`src/rtl/fan_temp_ctrl_mc.sv`:
```
// fan_temp_ctrl_mc
// Multi-channel fan speed controller. Samples N_CH packed 8-bit temperature
// channels on an internal periodic tick, takes the maximum of the enabled
// channels and steps a fan level up/down one step per sample with
// hysteresis. Spin-up, critical-temperature force-max, sensor-lost and
// (optionally) stall detection are handled by a small three-state FSM.
//
// Optional feature macro: FAN_STALL_DET_EN
//   defined   : stall counter watches FAN_RPM against SPEED_RPM/2 and raises
//               the sticky FAN_FAIL flag after STALL_SAMPLES low samples.
//   undefined : FAN_FAIL is tied low and FAN_RPM is ignored.
//
// Pipeline per sample tick (cycle T = SAMPLE_TICK high):
//   edge ending T   : TEMP_MAX / SENSOR_LOST captured
//   edge ending T+1 : FSM decision (state, LEV, TEMP_CRIT, stall flag)
//   edge ending T+2 : SPEED_RPM / FAN_DAC follow LEV
//
// Handshake: none. Inputs are sampled only on the tick; there is no
// valid/ready traffic on this block. DBG_STATE exposes the FSM state
// (0 = SPINUP, 1 = RUN, 2 = FORCE) for checkers.

module fan_temp_ctrl_mc #(
   parameter int N_CH           = 2,
   parameter int NLEV           = 7,
   parameter int T_BASE         = 30,
   parameter int T_STEP         = 5,
   parameter int HYST           = 3,
   parameter int T_CRIT         = 60,
   parameter int RPM_MIN        = 3000,
   parameter int RPM_STEP       = 500,
   parameter int DAC_MIN        = 64,
   parameter int DAC_STEP       = 32,
   parameter int SAMPLE_DIV     = 20000,
   parameter int SPINUP_SAMPLES = 2,
   parameter int STALL_SAMPLES  = 3
) (
   input  logic                CLK,
   input  logic                RESET_N,
   input  logic [8*N_CH-1:0]   TEMP_IN,
   input  logic [N_CH-1:0]     CH_EN,
   input  logic [15:0]         FAN_RPM,
   output logic                SAMPLE_TICK,
   output logic [7:0]          TEMP_MAX,
   output logic [3:0]          LEV,
   output logic [15:0]         SPEED_RPM,
   output logic [7:0]          FAN_DAC,
   output logic                TEMP_CRIT,
   output logic                SENSOR_LOST,
   output logic                FAN_FAIL,
   output logic                FORCE_MAX,
   output logic [1:0]          DBG_STATE
);

   // ------------------------------------------------------------------
   // Constants
   // ------------------------------------------------------------------
   localparam int DIV_W     = (SAMPLE_DIV > 1) ? $clog2(SAMPLE_DIV) : 1;
   localparam int SPIN_W    = (SPINUP_SAMPLES > 1) ? $clog2(SPINUP_SAMPLES + 1) : 1;
   localparam int SPIN_LAST = (SPINUP_SAMPLES > 0) ? SPINUP_SAMPLES - 1 : 0;

   localparam logic [DIV_W-1:0]  DIV_LAST = DIV_W'(SAMPLE_DIV - 1);
   localparam logic [SPIN_W-1:0] SPIN_END = SPIN_W'(SPIN_LAST);
   localparam logic [3:0]        LEV_MAX  = 4'(NLEV - 1);

   // All temperature compares are done in 10 bits so 255 + HYST cannot wrap.
   localparam logic [9:0] C_BASE = 10'(T_BASE);
   localparam logic [9:0] C_STEP = 10'(T_STEP);
   localparam logic [9:0] C_HYST = 10'(HYST);
   localparam logic [9:0] C_CRIT = 10'(T_CRIT);

   typedef enum logic [1:0] {
      ST_SPINUP = 2'd0,
      ST_RUN    = 2'd1,
      ST_FORCE  = 2'd2
   } state_t;

   // Target RPM for a level, truncated to 16 bits.
   function automatic logic [15:0] f_rpm(input logic [3:0] lev);
      return 16'(RPM_MIN) + 16'(lev) * 16'(RPM_STEP);
   endfunction

   // DAC code for a level, saturating at 255.
   function automatic logic [7:0] f_dac(input logic [3:0] lev);
      logic [15:0] sum;
      sum = 16'(DAC_MIN) + 16'(lev) * 16'(DAC_STEP);
      return (sum > 16'd255) ? 8'hFF : sum[7:0];
   endfunction

   // ------------------------------------------------------------------
   // Signals
   // ------------------------------------------------------------------
   logic [DIV_W-1:0]  r_div;
   logic              r_dec;          // decision strobe, one cycle after the tick
   logic [7:0]        r_temp_max;
   logic              r_sensor_lost;
   logic              r_temp_crit;
   logic [3:0]        r_lev;
   logic [15:0]       r_speed_rpm;
   logic [7:0]        r_fan_dac;
   logic [SPIN_W-1:0] r_spin;
   state_t            r_state;

   logic              w_tick;
   logic [7:0]        w_max;
   logic              w_any_en;
   logic [9:0]        w_t10;
   logic [9:0]        w_thr_up;
   logic [9:0]        w_thr_dn;
   logic              w_up;
   logic              w_dn;
   logic              w_crit_nxt;
   logic              w_fail_nxt;
   logic              w_fail;
   logic              w_force;
   state_t            w_state_nxt;
   logic [3:0]        w_lev_nxt;
   logic [SPIN_W-1:0] w_spin_nxt;

   // ------------------------------------------------------------------
   // Sample divider
   // ------------------------------------------------------------------
   assign w_tick = (r_div == DIV_LAST);

   // Free-running 0..SAMPLE_DIV-1 counter plus the delayed decision strobe.
   always_ff @(posedge CLK or negedge RESET_N) begin
      if (!RESET_N) begin
         r_div <= '0;
         r_dec <= 1'b0;
      end else begin
         r_div <= w_tick ? '0 : r_div + DIV_W'(1);
         r_dec <= w_tick;
      end
   end

   // ------------------------------------------------------------------
   // Channel maximum
   // ------------------------------------------------------------------
   // Max over enabled channels; stays 0 when nothing is enabled.
   always_comb begin
      w_max    = 8'd0;
      w_any_en = 1'b0;
      for (int k = 0; k < N_CH; k++) begin
         if (CH_EN[k]) begin
            w_any_en = 1'b1;
            if (TEMP_IN[8*k +: 8] > w_max) begin
               w_max = TEMP_IN[8*k +: 8];
            end
         end
      end
   end

   // Capture the channel maximum and the sensor-lost flag on the tick.
   always_ff @(posedge CLK or negedge RESET_N) begin
      if (!RESET_N) begin
         r_temp_max    <= 8'd0;
         r_sensor_lost <= 1'b0;
      end else if (w_tick) begin
         r_temp_max    <= w_max;
         r_sensor_lost <= ~w_any_en;
      end
   end

   // ------------------------------------------------------------------
   // Threshold compares (decision cycle uses the registered maximum)
   // ------------------------------------------------------------------
   assign w_t10    = {2'b00, r_temp_max};
   assign w_thr_up = C_BASE + 10'(r_lev) * C_STEP;
   // Only meaningful when r_lev > 0; w_dn masks the wrapped value at level 0.
   assign w_thr_dn = C_BASE + 10'(r_lev - 4'd1) * C_STEP;
   assign w_up     = (w_t10 > w_thr_up) && (r_lev < LEV_MAX);
   assign w_dn     = (r_lev != 4'd0) && ((w_t10 + C_HYST) <= w_thr_dn);

   // Critical flag with hysteresis; the next value feeds the force condition
   // so a new critical reading forces max in the same decision.
   assign w_crit_nxt = r_temp_crit ? ~((w_t10 + C_HYST) <= C_CRIT)
                                   : (w_t10 > C_CRIT);

   // Update the critical flag on each decision.
   always_ff @(posedge CLK or negedge RESET_N) begin
      if (!RESET_N) begin
         r_temp_crit <= 1'b0;
      end else if (r_dec) begin
         r_temp_crit <= w_crit_nxt;
      end
   end

   // ------------------------------------------------------------------
   // Stall detection
   // ------------------------------------------------------------------
`ifdef FAN_STALL_DET_EN
   localparam int STALL_W = (STALL_SAMPLES > 1) ? $clog2(STALL_SAMPLES + 1) : 1;
   localparam logic [STALL_W-1:0] STALL_END = STALL_W'(STALL_SAMPLES);

   logic [STALL_W-1:0] r_stall;
   logic [STALL_W-1:0] w_stall_nxt;
   logic               r_fan_fail;

   // Count consecutive low-RPM decisions outside spin-up; FAN_FAIL is sticky.
   always_comb begin
      w_stall_nxt = r_stall;
      w_fail_nxt  = r_fan_fail;
      if (r_dec && (r_state != ST_SPINUP)) begin
         if (FAN_RPM < (r_speed_rpm >> 1)) begin
            if (r_stall < STALL_END) begin
               w_stall_nxt = r_stall + STALL_W'(1);
            end
         end else begin
            w_stall_nxt = '0;
         end
         if (w_stall_nxt >= STALL_END) begin
            w_fail_nxt = 1'b1;
         end
      end
   end

   // Stall counter and sticky failure flag.
   always_ff @(posedge CLK or negedge RESET_N) begin
      if (!RESET_N) begin
         r_stall    <= '0;
         r_fan_fail <= 1'b0;
      end else begin
         r_stall    <= w_stall_nxt;
         r_fan_fail <= w_fail_nxt;
      end
   end

   assign w_fail = r_fan_fail;
`else
   logic w_unused_rpm;

   assign w_unused_rpm = ^FAN_RPM;
   assign w_fail_nxt   = 1'b0;
   assign w_fail       = 1'b0;
`endif

   // ------------------------------------------------------------------
   // Level FSM
   // ------------------------------------------------------------------
   assign w_force = w_crit_nxt | r_sensor_lost | w_fail_nxt;

   // Next state / level. Leaving FORCE keeps LEV at max for that decision;
   // the normal one-step ramp starts at the following decision.
   always_comb begin
      w_state_nxt = r_state;
      w_lev_nxt   = r_lev;
      w_spin_nxt  = r_spin;
      if (r_dec) begin
         case (r_state)
            ST_SPINUP: begin
               w_lev_nxt = LEV_MAX;
               if (r_spin >= SPIN_END) begin
                  w_state_nxt = w_force ? ST_FORCE : ST_RUN;
               end else begin
                  w_spin_nxt = r_spin + SPIN_W'(1);
               end
            end
            ST_RUN: begin
               if (w_force) begin
                  w_state_nxt = ST_FORCE;
                  w_lev_nxt   = LEV_MAX;
               end else if (w_up) begin
                  w_lev_nxt = r_lev + 4'd1;
               end else if (w_dn) begin
                  w_lev_nxt = r_lev - 4'd1;
               end
            end
            ST_FORCE: begin
               w_lev_nxt = LEV_MAX;
               if (!w_force) begin
                  w_state_nxt = ST_RUN;
               end
            end
            default: begin
               w_state_nxt = ST_SPINUP;
               w_lev_nxt   = LEV_MAX;
            end
         endcase
      end
   end

   // FSM state, level and spin-up counter registers.
   always_ff @(posedge CLK or negedge RESET_N) begin
      if (!RESET_N) begin
         r_state <= ST_SPINUP;
         r_lev   <= LEV_MAX;
         r_spin  <= '0;
      end else begin
         r_state <= w_state_nxt;
         r_lev   <= w_lev_nxt;
         r_spin  <= w_spin_nxt;
      end
   end

   // ------------------------------------------------------------------
   // Output stage: RPM / DAC trail LEV by one clock
   // ------------------------------------------------------------------
   // Re-register the speed targets from the current level every clock.
   always_ff @(posedge CLK or negedge RESET_N) begin
      if (!RESET_N) begin
         r_speed_rpm <= f_rpm(LEV_MAX);
         r_fan_dac   <= f_dac(LEV_MAX);
      end else begin
         r_speed_rpm <= f_rpm(r_lev);
         r_fan_dac   <= f_dac(r_lev);
      end
   end

   assign SAMPLE_TICK = w_tick;
   assign TEMP_MAX    = r_temp_max;
   assign LEV         = r_lev;
   assign SPEED_RPM   = r_speed_rpm;
   assign FAN_DAC     = r_fan_dac;
   assign TEMP_CRIT   = r_temp_crit;
   assign SENSOR_LOST = r_sensor_lost;
   assign FAN_FAIL    = w_fail;
   assign FORCE_MAX   = (r_state == ST_SPINUP) || (r_state == ST_FORCE);
   assign DBG_STATE   = r_state;

endmodule

```
`config.mk`:
```
export PLATFORM = sky130hd
export DESIGN_NAME = fan_temp_ctrl_mc
export DESIGN_NICKNAME = d
export VERILOG_FILES = /design/src/rtl/fan_temp_ctrl_mc.sv
export SDC_FILE = /design/constraint.sdc
export NUM_CORES = 1
export LEC_CHECK = 0
export CAP_MARGIN = 15
export CORE_ASPECT_RATIO = 1.5
export CORE_MARGIN = 2
export CORE_UTILIZATION = 53
export CTS_CLUSTER_SIZE = 24
export DETAILED_ROUTE_END_ITERATION = 12
export PLACE_DENSITY = 0.84
export SLEW_MARGIN = 30
export SYNTH_ARGS = -nofsm -noshare
export SYNTH_HDL_FRONTEND = slang
export SYNTH_SLANG_ARGS = --single-unit
```
`constraint.sdc`:
```
create_clock -name CLK -period 6.4 [get_ports CLK]
set_input_delay 0.64 -clock CLK [delete_from_list [all_inputs] [get_ports CLK]]
set_output_delay 0.64 -clock CLK [all_outputs]
set_load 0.01 [all_outputs]
```
---- After elaboration in Yosys (flattened, before gate mapping) ----
Index checks and enable logic that the tools add are counted.
operators by class
  add/sub/neg operators ................... 10
  $mul .................................... 3
  $lt $le $gt $ge ......................... 9
  equal/unequal tests ..................... 7
  multiplexer cells ....................... 18
  bitwise logic cells ..................... 4
  reduce and logical (&&, ||, !) cells .... 8
operators by type and width
  cell                      number
  $mux W8                   5
  $gt A8 B8 Y1              2
  $mux W4                   4
  $add A15 B1 Y15 const B   1
  $eq A15 B15 Y1 const B    1
  $mux W15                  1
  $add A12 B13 Y14 const A  1
  $mul A4 B7 Y11 const B    1
  $add A6 B9 Y10 const A    1
  $add A7 B9 Y10 const A    1
  $gt A10 B8 Y1 const B     1
  $le A10 B10 Y1            1
  $add A8 B2 Y9 const B     1
  $le A9 B6 Y1 const B      1
  $mul A5 B4 Y9 const B     1
  $add A5 B7 Y8 const A     1
  $gt A8 B1 Y1 const B      1
  $gt A8 B6 Y1 const B      1
  $mux W2                   4
  $mul A4 B3 Y7 const B     1
  $ne A2 B2 Y1 const B      3
  $pmux W2 S3               1
  $sub A4 B1 Y5 const B     1
  $add A4 B1 Y4 const B     1
  17 further kinds          22
storage, ports and cells
  bits in registers ....................... 56
  bits of input ports ..................... 36
  output and inout bits ................... 43
  logic and storage cells ................. 69

---- Depth between registers and ports, before layout ----
Gate-level depths: netlist (run 1).
  depth in word-level cells ............... 9
  gate-level depth with buffers ........... 21

---- Least setup slack after synthesis (run 1) ----
OpenSTA, ideal clock, no wires.
  path kind ............................... reg2reg
  start point ............................. register r_lev[0] (netlist: LEV[0])
  end point ............................... register r_lev[3] (netlist: LEV[3])
  setup time .............................. 0.129 ns
  data arrival time ....................... 4.306 ns
  required time ........................... 6.271 ns
  path slack .............................. 1.965 ns
  stages on the path, launching flop included .. 20
  buffers on the path ..................... 0
  period minus slack after synthesis ...... 4.435 ns
  path through ............................ dfrtp_1 -> inv_1 -> fa_1 -> inv_1 -> ha_1 -> a21o_1 -> a21oi_1 -> xor2_1 -> ha_1 -> a21o_1 -> a21o_1 -> a21oi_1 -> nor2_1 -> nor2_1 -> ha_1 -> a21o_1 -> a21o_1 -> nor2b_1 -> o22a_1 -> o211ai_2
between the ends
  longest elaborated chain between the ends .. 7
  elaborated cells between the ends (all ways) .. 19
RTL lines
  element                                                        RTL line  RTL
  from (decl)                                                    97        logic [3:0] r_lev;
  from (signal assigned)                                         289       r_lev <= w_lev_nxt;
  $sub A4 B1 Y5 / $mul A4 B3 Y7 (equally long branches)          169, 167
  $mul A5 B4 Y9 / $add A5 B7 Y8 (equally long branches)          169, 167
  $add A6 B9 Y10 / $gt A8 B8 Y1 (equally long branches)          169, 170
  $le A10 B10 Y1 / $logic_and A1 B1 Y1 (equally long branches)   171, 170
  $logic_and A1 B1 Y1 / $mux W4 (equally long branches)          171, 261
  $ne A4 B4 Y1 (no line) / $mux W4 (equally long branches)       n/a
  $reduce_and A2 Y1 (no line) / $mux W4 (equally long branches)  n/a
Parallel ways exist; a longest one is shown, timed or not. The select of a mux whose other input is x is not followed.
A chain may end at the register's enable or synchronous reset.

---- Worst setup path in the final report (run 1) ----
  start point ............................. register r_lev[1] (netlist: LEV[1])
  end point ............................... register r_lev[1] (netlist: LEV[1])
between the ends
  longest elaborated chain between the ends .. 7
  elaborated cells between the ends (all ways) .. 19
RTL lines
  element                  RTL line  RTL
  $mul A4 B3 Y7 (*)        167       assign w_thr_up = C_BASE + 10'(r_lev) * C_STEP;
  $add A5 B7 Y8 (*)        167
  net w_thr_up[1]          107       logic [9:0] w_thr_up;
  $gt A8 B8 Y1 (*)         170       assign w_up = (w_t10 > w_thr_up) && (r_lev < LEV_MAX);
  $logic_and A1 B1 Y1 (*)  170
  $mux W4                  261       end else if (w_up) begin
  $mux W4                  258       if (w_force) begin
  $mux W4                  248       case (r_state)
Mark *: on every way through the listed nets, which the timed path passes. The rest lies on a longest branch. The select of a mux whose other input is x is not followed.

==> results of run 1 <==
-- cell type report --
| class | instances | area share |
|---|---|---|
| well taps | 102 | 0.0256 |
| flip-flops and latches | 50 | 0.254 |
| multi-input cells | 325 | 0.535 |
| inverters | 52 | 0.0392 |
| clock buffers | 5 | 0.0251 |
| clock inverters | 3 | 0.00402 |
| repair buffers | 59 | 0.117 |
-- through the flow --
stage,area [um^2],setup WS [ns]
3_5_place_dp,4840,1.26
6_report,4980,1.29
3_3_place_gp,4840,1.47
4_1_cts,4980,1.24
2_1_floorplan,4230,1.96
5_1_grt,4980,0.898
-- registers in the layout (all words and copies together) (netlist names) --
signal and count:
DBG_STATE 2, FAN_DAC 4, LEV 4, SENSOR_LOST 1, SPEED_RPM 12, TEMP_CRIT 1, TEMP_MAX 8, r_dec 1
r_div 15, r_spin 2
-- path summary, 6_finish.rpt --
kind / cells after the start / from / slack (ns) / endpoint
hold / removal: 2 / RESET_N / 0.43 / SPEED_RPM[7]
setup reg to reg: 20 / LEV[1] / 1.29 / LEV[1]
max in group asynchronous: 2 / RESET_N / 5.55 / TEMP_MAX[2]
setup / recovery: 20 / LEV[1] / 1.29 / LEV[1]
min in group CLK: 1 / r_div[0] / 0.46 / r_div[0]
hold reg to reg: 1 / r_div[0] / 0.46 / r_div[0]
-- power by group --
part / internal [mW] / switching, mW / leakage [nW]
Clock: 0.145 / 0.123 / 0.0679
Combinational: 0.0340 / 0.0345 / 1.72
Sequential: 0.319 / 0.00613 / 0.606
-- synth_stat cells (2+ instances only) --
cell type	count	area, um^2
nor3_1	11	55.1
o21a_1	3	22.5
ha_1	68	851
nor2b_1	8	50.1
mux2i_1	3	30.0
nand3b_1	2	15.0
o21ai_0	14	70.1
clkbuf_1	6	22.5
o21bai_1	6	45.0
nand2b_1	2	12.5
a21o_1	9	67.6
nand2_1	28	105
o21ai_1	3	15.0
inv_1	51	191
o22a_1	3	26.3
nand3_1	7	35.0
dfstp_2	13	342
a211oi_1	2	15.0
nor2_1	20	75.1
a21oi_1	20	100
nand4_1	10	62.6
buf_4	10	75.1
and3_1	10	62.6
fa_1	12	240
a211o_1	8	70.1
and2_1	3	18.8
xor2_1	17	149
dfrtp_1	37	926
xnor2_1	27	236
or4_1	2	15.0
-- cell families (layout without fill, tap and decap cells) --
| logic type | Yosys count | after routing | share of synthesized area |
|---|---|---|---|
| and+or+nand+nor | 109 | 109 | 0.134 |
| AOI/OAI and AO/OA | 83 | 83 | 0.134 |
| adders and majority gates | 80 | 80 | 0.259 |
| buffers and inverters | 68 | 119 | 0.0695 |
| DFF | 50 | 50 | 0.301 |
| xor gates and xnor gates | 44 | 44 | 0.0915 |
| muxes | 4 | 4 | 0.00980 |
| other | 1 | 5 | 0.000890 |
-- worst max-delay path, stage by stage (launching register included) --
cell and delay [ns]:
dfstp_2 0.76, inv_1 0.28, ha_1 0.27, a21boi_0 0.21, xnor2_1 0.19, inv_1 0.10, fa_1 0.53, inv_1 0.04
ha_1 0.28, ha_1 0.29, inv_1 0.10, o21bai_1 0.10, a21oi_1 0.19, xnor2_1 0.15, ha_1 0.26, nand4_1 0.14
o211ai_1 0.12, o32ai_1 0.44, nor3_1 0.14, nand3b_1 0.23, o22a_1 0.23
-- metal layers --
layer,up-vias,share of wire,wire length (um),global-route usage
met3,29,0.034,292,0.0367
met5,-,0,0,0
met2,78,0.56,4840,0.409
met1,1562,0.37,3150,0.220
met4,0,0.038,329,0.120
li1,1598,-,-,-
==> impl_metrics.env, run 1 <==
export IMPL_ys_types=54
export IMPL_crit_fanout=15
export IMPL_stdcell_count=596
export IMPL_worstMarginPinSlew_ns=0.644
export IMPL_startpoint_type="flop"
export IMPL_grt_pass1_vias=3396
export IMPL_pwr_density_cell_nw_per_um2=133
export IMPL_fin_nets=609
export IMPL_diodes=0
export IMPL_crit_arrival_ns=5.33
export IMPL_required_ns=6.62
export IMPL_dp_hpwl_um=6920
export IMPL_power_mw=0.661
export IMPL_hp_class="in2async"
export IMPL_cts_setup_buffers=0
export IMPL_status="finished clean"
export IMPL_area_delta_synth_final_pct=18.3
export IMPL_fmax_mhz=196
export IMPL_relSlewSlack=0.570
export IMPL_postCtsHoldBufs=0
export IMPL_io_buffers=57
export IMPL_ys_warn_count=0
export IMPL_peakVddDrop_mv=0.126
export IMPL_grt_max_degree=51
export IMPL_clock_skew_ns=0.00555
export IMPL_seq_area_um2=1270
export IMPL_cts_resized=0
export IMPL_leakagePower_nw=2.40
export IMPL_gp_congestion=0.876
export IMPL_finalMaxSlewViolations=0
export IMPL_ys_ff_latch=50
export IMPL_grt_pass1_wl_um=15200
export IMPL_clock_latency_ns=0.29
export IMPL_fin_util=0.650
export IMPL_syn_avg_cell_area_um2=9.59
export IMPL_drive_gt1_frac=0.0587
export IMPL_cap_violations=0
export IMPL_synth_area_um2=4210
export IMPL_ys_flop_type="dfrtp_1"
export IMPL_gr_total_overflow=0
export IMPL_first_iter_violations=106
export IMPL_finalCritPeriodShare=0.798
export IMPL_chipHeight_um=113
export IMPL_drc=0
export IMPL_grtUsageTotal=0.215
export IMPL_layout_common_cells="ha_1, clkdlybuf4s50_1, inv_1, dfrtp_1, nand2_1"
export IMPL_cts_htree_levels=2
export IMPL_holdWs_ns=0.434
export IMPL_rsz0062_at_grt="no"
export IMPL_hold_viol=0
export IMPL_routedWlPerCell_um=14.4
export IMPL_antenna_left=0
export IMPL_via_per_inst=5.48
export IMPL_cts_root_buffer="clkbuf_16"
export IMPL_cp_end_kind="flop"
export IMPL_clock_sinks=50
export IMPL_synthCells=439
export IMPL_ys_seq_area_frac=0.301
export IMPL_period_needed_ns=5.11
export IMPL_ios=79
export IMPL_ys_async_sr_fraction=1.00
export IMPL_cts_tree="done"
export IMPL_tns_ns=0
export IMPL_clk_pin_slew_ns=0.07
export IMPL_finalSetupViolations=0
export IMPL_dieArea_um2=8690
export IMPL_core_um2=7660
export IMPL_crit_type="reg2reg"
export IMPL_final_common_cell="ha_1"
export IMPL_antenna_found_initial=0
export IMPL_clockBufferDepth=2
export IMPL_routed_wl_um=8610
export IMPL_synth_edff_count=0
export IMPL_start_util=0.550
export IMPL_vias=3267
export IMPL_numCtsBuffers=5
export IMPL_multi_input_area_um2=2670
export IMPL_first_pass_iters=4
export IMPL_num_rows=39
export IMPL_die_w_um=76.8
export IMPL_final_fill_count=637
export IMPL_place_inst=588
(Power assumes the default switching activity.)
==> run 2: changes to the inputs <==
Clock period 6.4 ns to 4.8 ns, I/O delays scaled along.
==> run 2 against run 1 <==
Effect of this change: critical path depth grew 1; highest routed layer unchanged; flip-flop and latch count is the same; total power grew 43%; largest cell class unchanged; sequential share of layout area shrank 0.46 points; first-iteration DRC count shrank 5.7%; combinational power grew 36%.
==> impl_metrics.env, run 2 (synthesis results as in run 1) <==
export IMPL_status="finished clean"
export IMPL_r2r_start="LEV[1]"
export IMPL_period_needed_ns=4.51
export IMPL_io_buffers=57
export IMPL_area_delta_synth_final_pct=20.5
export IMPL_cellInternalPower_mw=0.733
export IMPL_grt_pass1_vias=3454
export IMPL_routed_wl_um=8840
export IMPL_hold_viol=0
export IMPL_clk_pin_slew_ns=0.06
export IMPL_routedWlPerCell_um=14.7
export IMPL_leakagePower_nw=2.44
export IMPL_peakVddDrop_mv=0.206
export IMPL_antenna_found_initial=0
export IMPL_cts_htree_levels=2
export IMPL_gr_total_overflow=0
export IMPL_cap_violations=0
export IMPL_clockBufferDepth=2
export IMPL_cts_setup_buffers=0
export IMPL_gp_congestion=0.867
export IMPL_numCtsBuffers=5
export IMPL_dp_hpwl_um=7010
export IMPL_crit_buf_inv=4
export IMPL_clock_skew_ns=0.00377
export IMPL_crit_fanout=6
export IMPL_die_w_um=76.8
export IMPL_via_per_inst=5.51
export IMPL_multi_input_area_um2=2690
export IMPL_crit_chain="inv_1 -> ha_1 -> a21boi_1 -> xnor2_1 -> inv_1 -> fa_1 -> inv_1 -> ha_1 -> ha_1 -> inv_1 -> o21bai_1 -> a21oi_1 -> xnor2_1 -> ha_1 -> nand4_1 -> nor2_1 -> a41oi_1 -> o32ai_2 -> nor3_2 -> nand3b_1 -> o22a_1"
export IMPL_cp_end_kind="flop"
export IMPL_grt_use_met3=0.0319
export IMPL_cts_resized=0
export IMPL_grt_max_degree=51
export IMPL_rsz0062_at_grt="no"
export IMPL_core_um2=7660
export IMPL_diodes=0
export IMPL_clock_power_share=0.442
export IMPL_tns_ns=0
export IMPL_antenna_left=0
export IMPL_required_ns=5.02
export IMPL_worstMarginPinSlew_ns=0.660
export IMPL_grtUsageTotal=0.215
export IMPL_drc=0
export IMPL_p_sw_mw=0.211
export IMPL_startpoint_type="flop"
export IMPL_holdWs_ns=0.276
export IMPL_cts_root_buffer="clkbuf_16"
export IMPL_fin_nets=614
export IMPL_cp_slowest_stage_delay_ns=0.53
export IMPL_largest_reg_flops=15
export IMPL_busiest_layer="met2"
export IMPL_worst_path_max_delay_cell="fa_1"
export IMPL_critPathTopFamily="adder cells"
export IMPL_finalCritPeriodShare=0.939
export IMPL_chipHeight_um=113
export IMPL_globalRouteMet2Util=0.429
export IMPL_ios=79
export IMPL_vias=3311
export IMPL_relSlewSlack=0.560
export IMPL_postCtsHoldBufs=0
export IMPL_crit_arrival_ns=4.72
export IMPL_pwr_density_cell_nw_per_um2=186
export IMPL_num_rows=39
export IMPL_first_pass_iters=4
export IMPL_final_common_cell="ha_1"
export IMPL_final_fill_count=608
export IMPL_finalSetupViolations=0
export IMPL_seq_area_um2=1270
export IMPL_met1_usage=0.212
export IMPL_hp_class="in2async"
export IMPL_cts_tree="done"
export IMPL_clock_latency_ns=0.29
export IMPL_setup_worst_path_start="LEV[1]"
export IMPL_pwr_share_comb=0.099
export IMPL_clock_sinks=50
export IMPL_grt_pass1_wl_um=15300
export IMPL_fmax_mhz=222
export IMPL_regMostFlops="r_div"
export IMPL_first_iter_violations=100
export IMPL_finalMaxSlewViolations=0
export IMPL_dieArea_um2=8690
export IMPL_crit_type="reg2reg"
export IMPL_layout_common_cells="ha_1, clkdlybuf4s50_1, inv_1, dfrtp_1, nand2_1"
export IMPL_sequentialPowerShare=0.459
export IMPL_p_sw_frac=0.223
export IMPL_drive_gt1_frac=0.0802
export IMPL_start_util=0.550
## run 2: area by class of cell
class / count / area share
Timing Repair Buffer: 64 / 0.122
Sequential cell: 50 / 0.250
Tap cell: 102 / 0.0251
Clock buffer: 6 / 0.0274
Clock inverter: 2 / 0.00764
Inverter: 52 / 0.0385
Multi-Input combinational cell: 325 / 0.530
## run 2: metrics by stage
step | instance area (um^2) | util | setup slack [ns] | instances | total power, mW
2_1_floorplan | 4230 | - | 0.365 | 443 | 0.491
3_3_place_gp | 4870 | 0.636 | 0.320 | 593 | 0.529
5_1_grt | 5070 | 0.662 | 0.0110 | 601 | 0.982
4_1_cts | 5050 | 0.659 | 0.189 | 601 | 0.949
6_report | 5070 | 0.662 | 0.292 | 601 | 0.944
3_5_place_dp | 4870 | 0.636 | 0.218 | 593 | 0.533
## run 2: worst paths after layout
path / endpoint / slack [ns] / depth (start not counted)
max reg2reg: LEV[1] / 0.29 / 21
max: LEV[1] / 0.29 / 21
min in group CLK: r_div[0] / 0.46 / 1
max in group asynchronous: TEMP_MAX[0] / 4.12 / 2
min reg2reg: r_div[0] / 0.46 / 1
min: SPEED_RPM[7] / 0.28 / 2
## run 2: power by group through the flow
stage | clock network, mW | logic (mW) | registers (mW)
final | 0.417 | 0.0932 | 0.433
after CTS | 0.422 | 0.0935 | 0.433
after global routing | 0.443 | 0.106 | 0.434
after global placement | 0 | 0.0880 | 0.441
after detailed placement | 0 | 0.0925 | 0.441
after floorplan | 0 | 0.0509 | 0.440
## run 2: routing by layer
metal / vias to the layer above / wire length (um)
li1: 1614 / -
met1: 1598 / 3130
met2: 76 / 5100
met3: 23 / 283
met4: 0 / 320
met5: - / 0
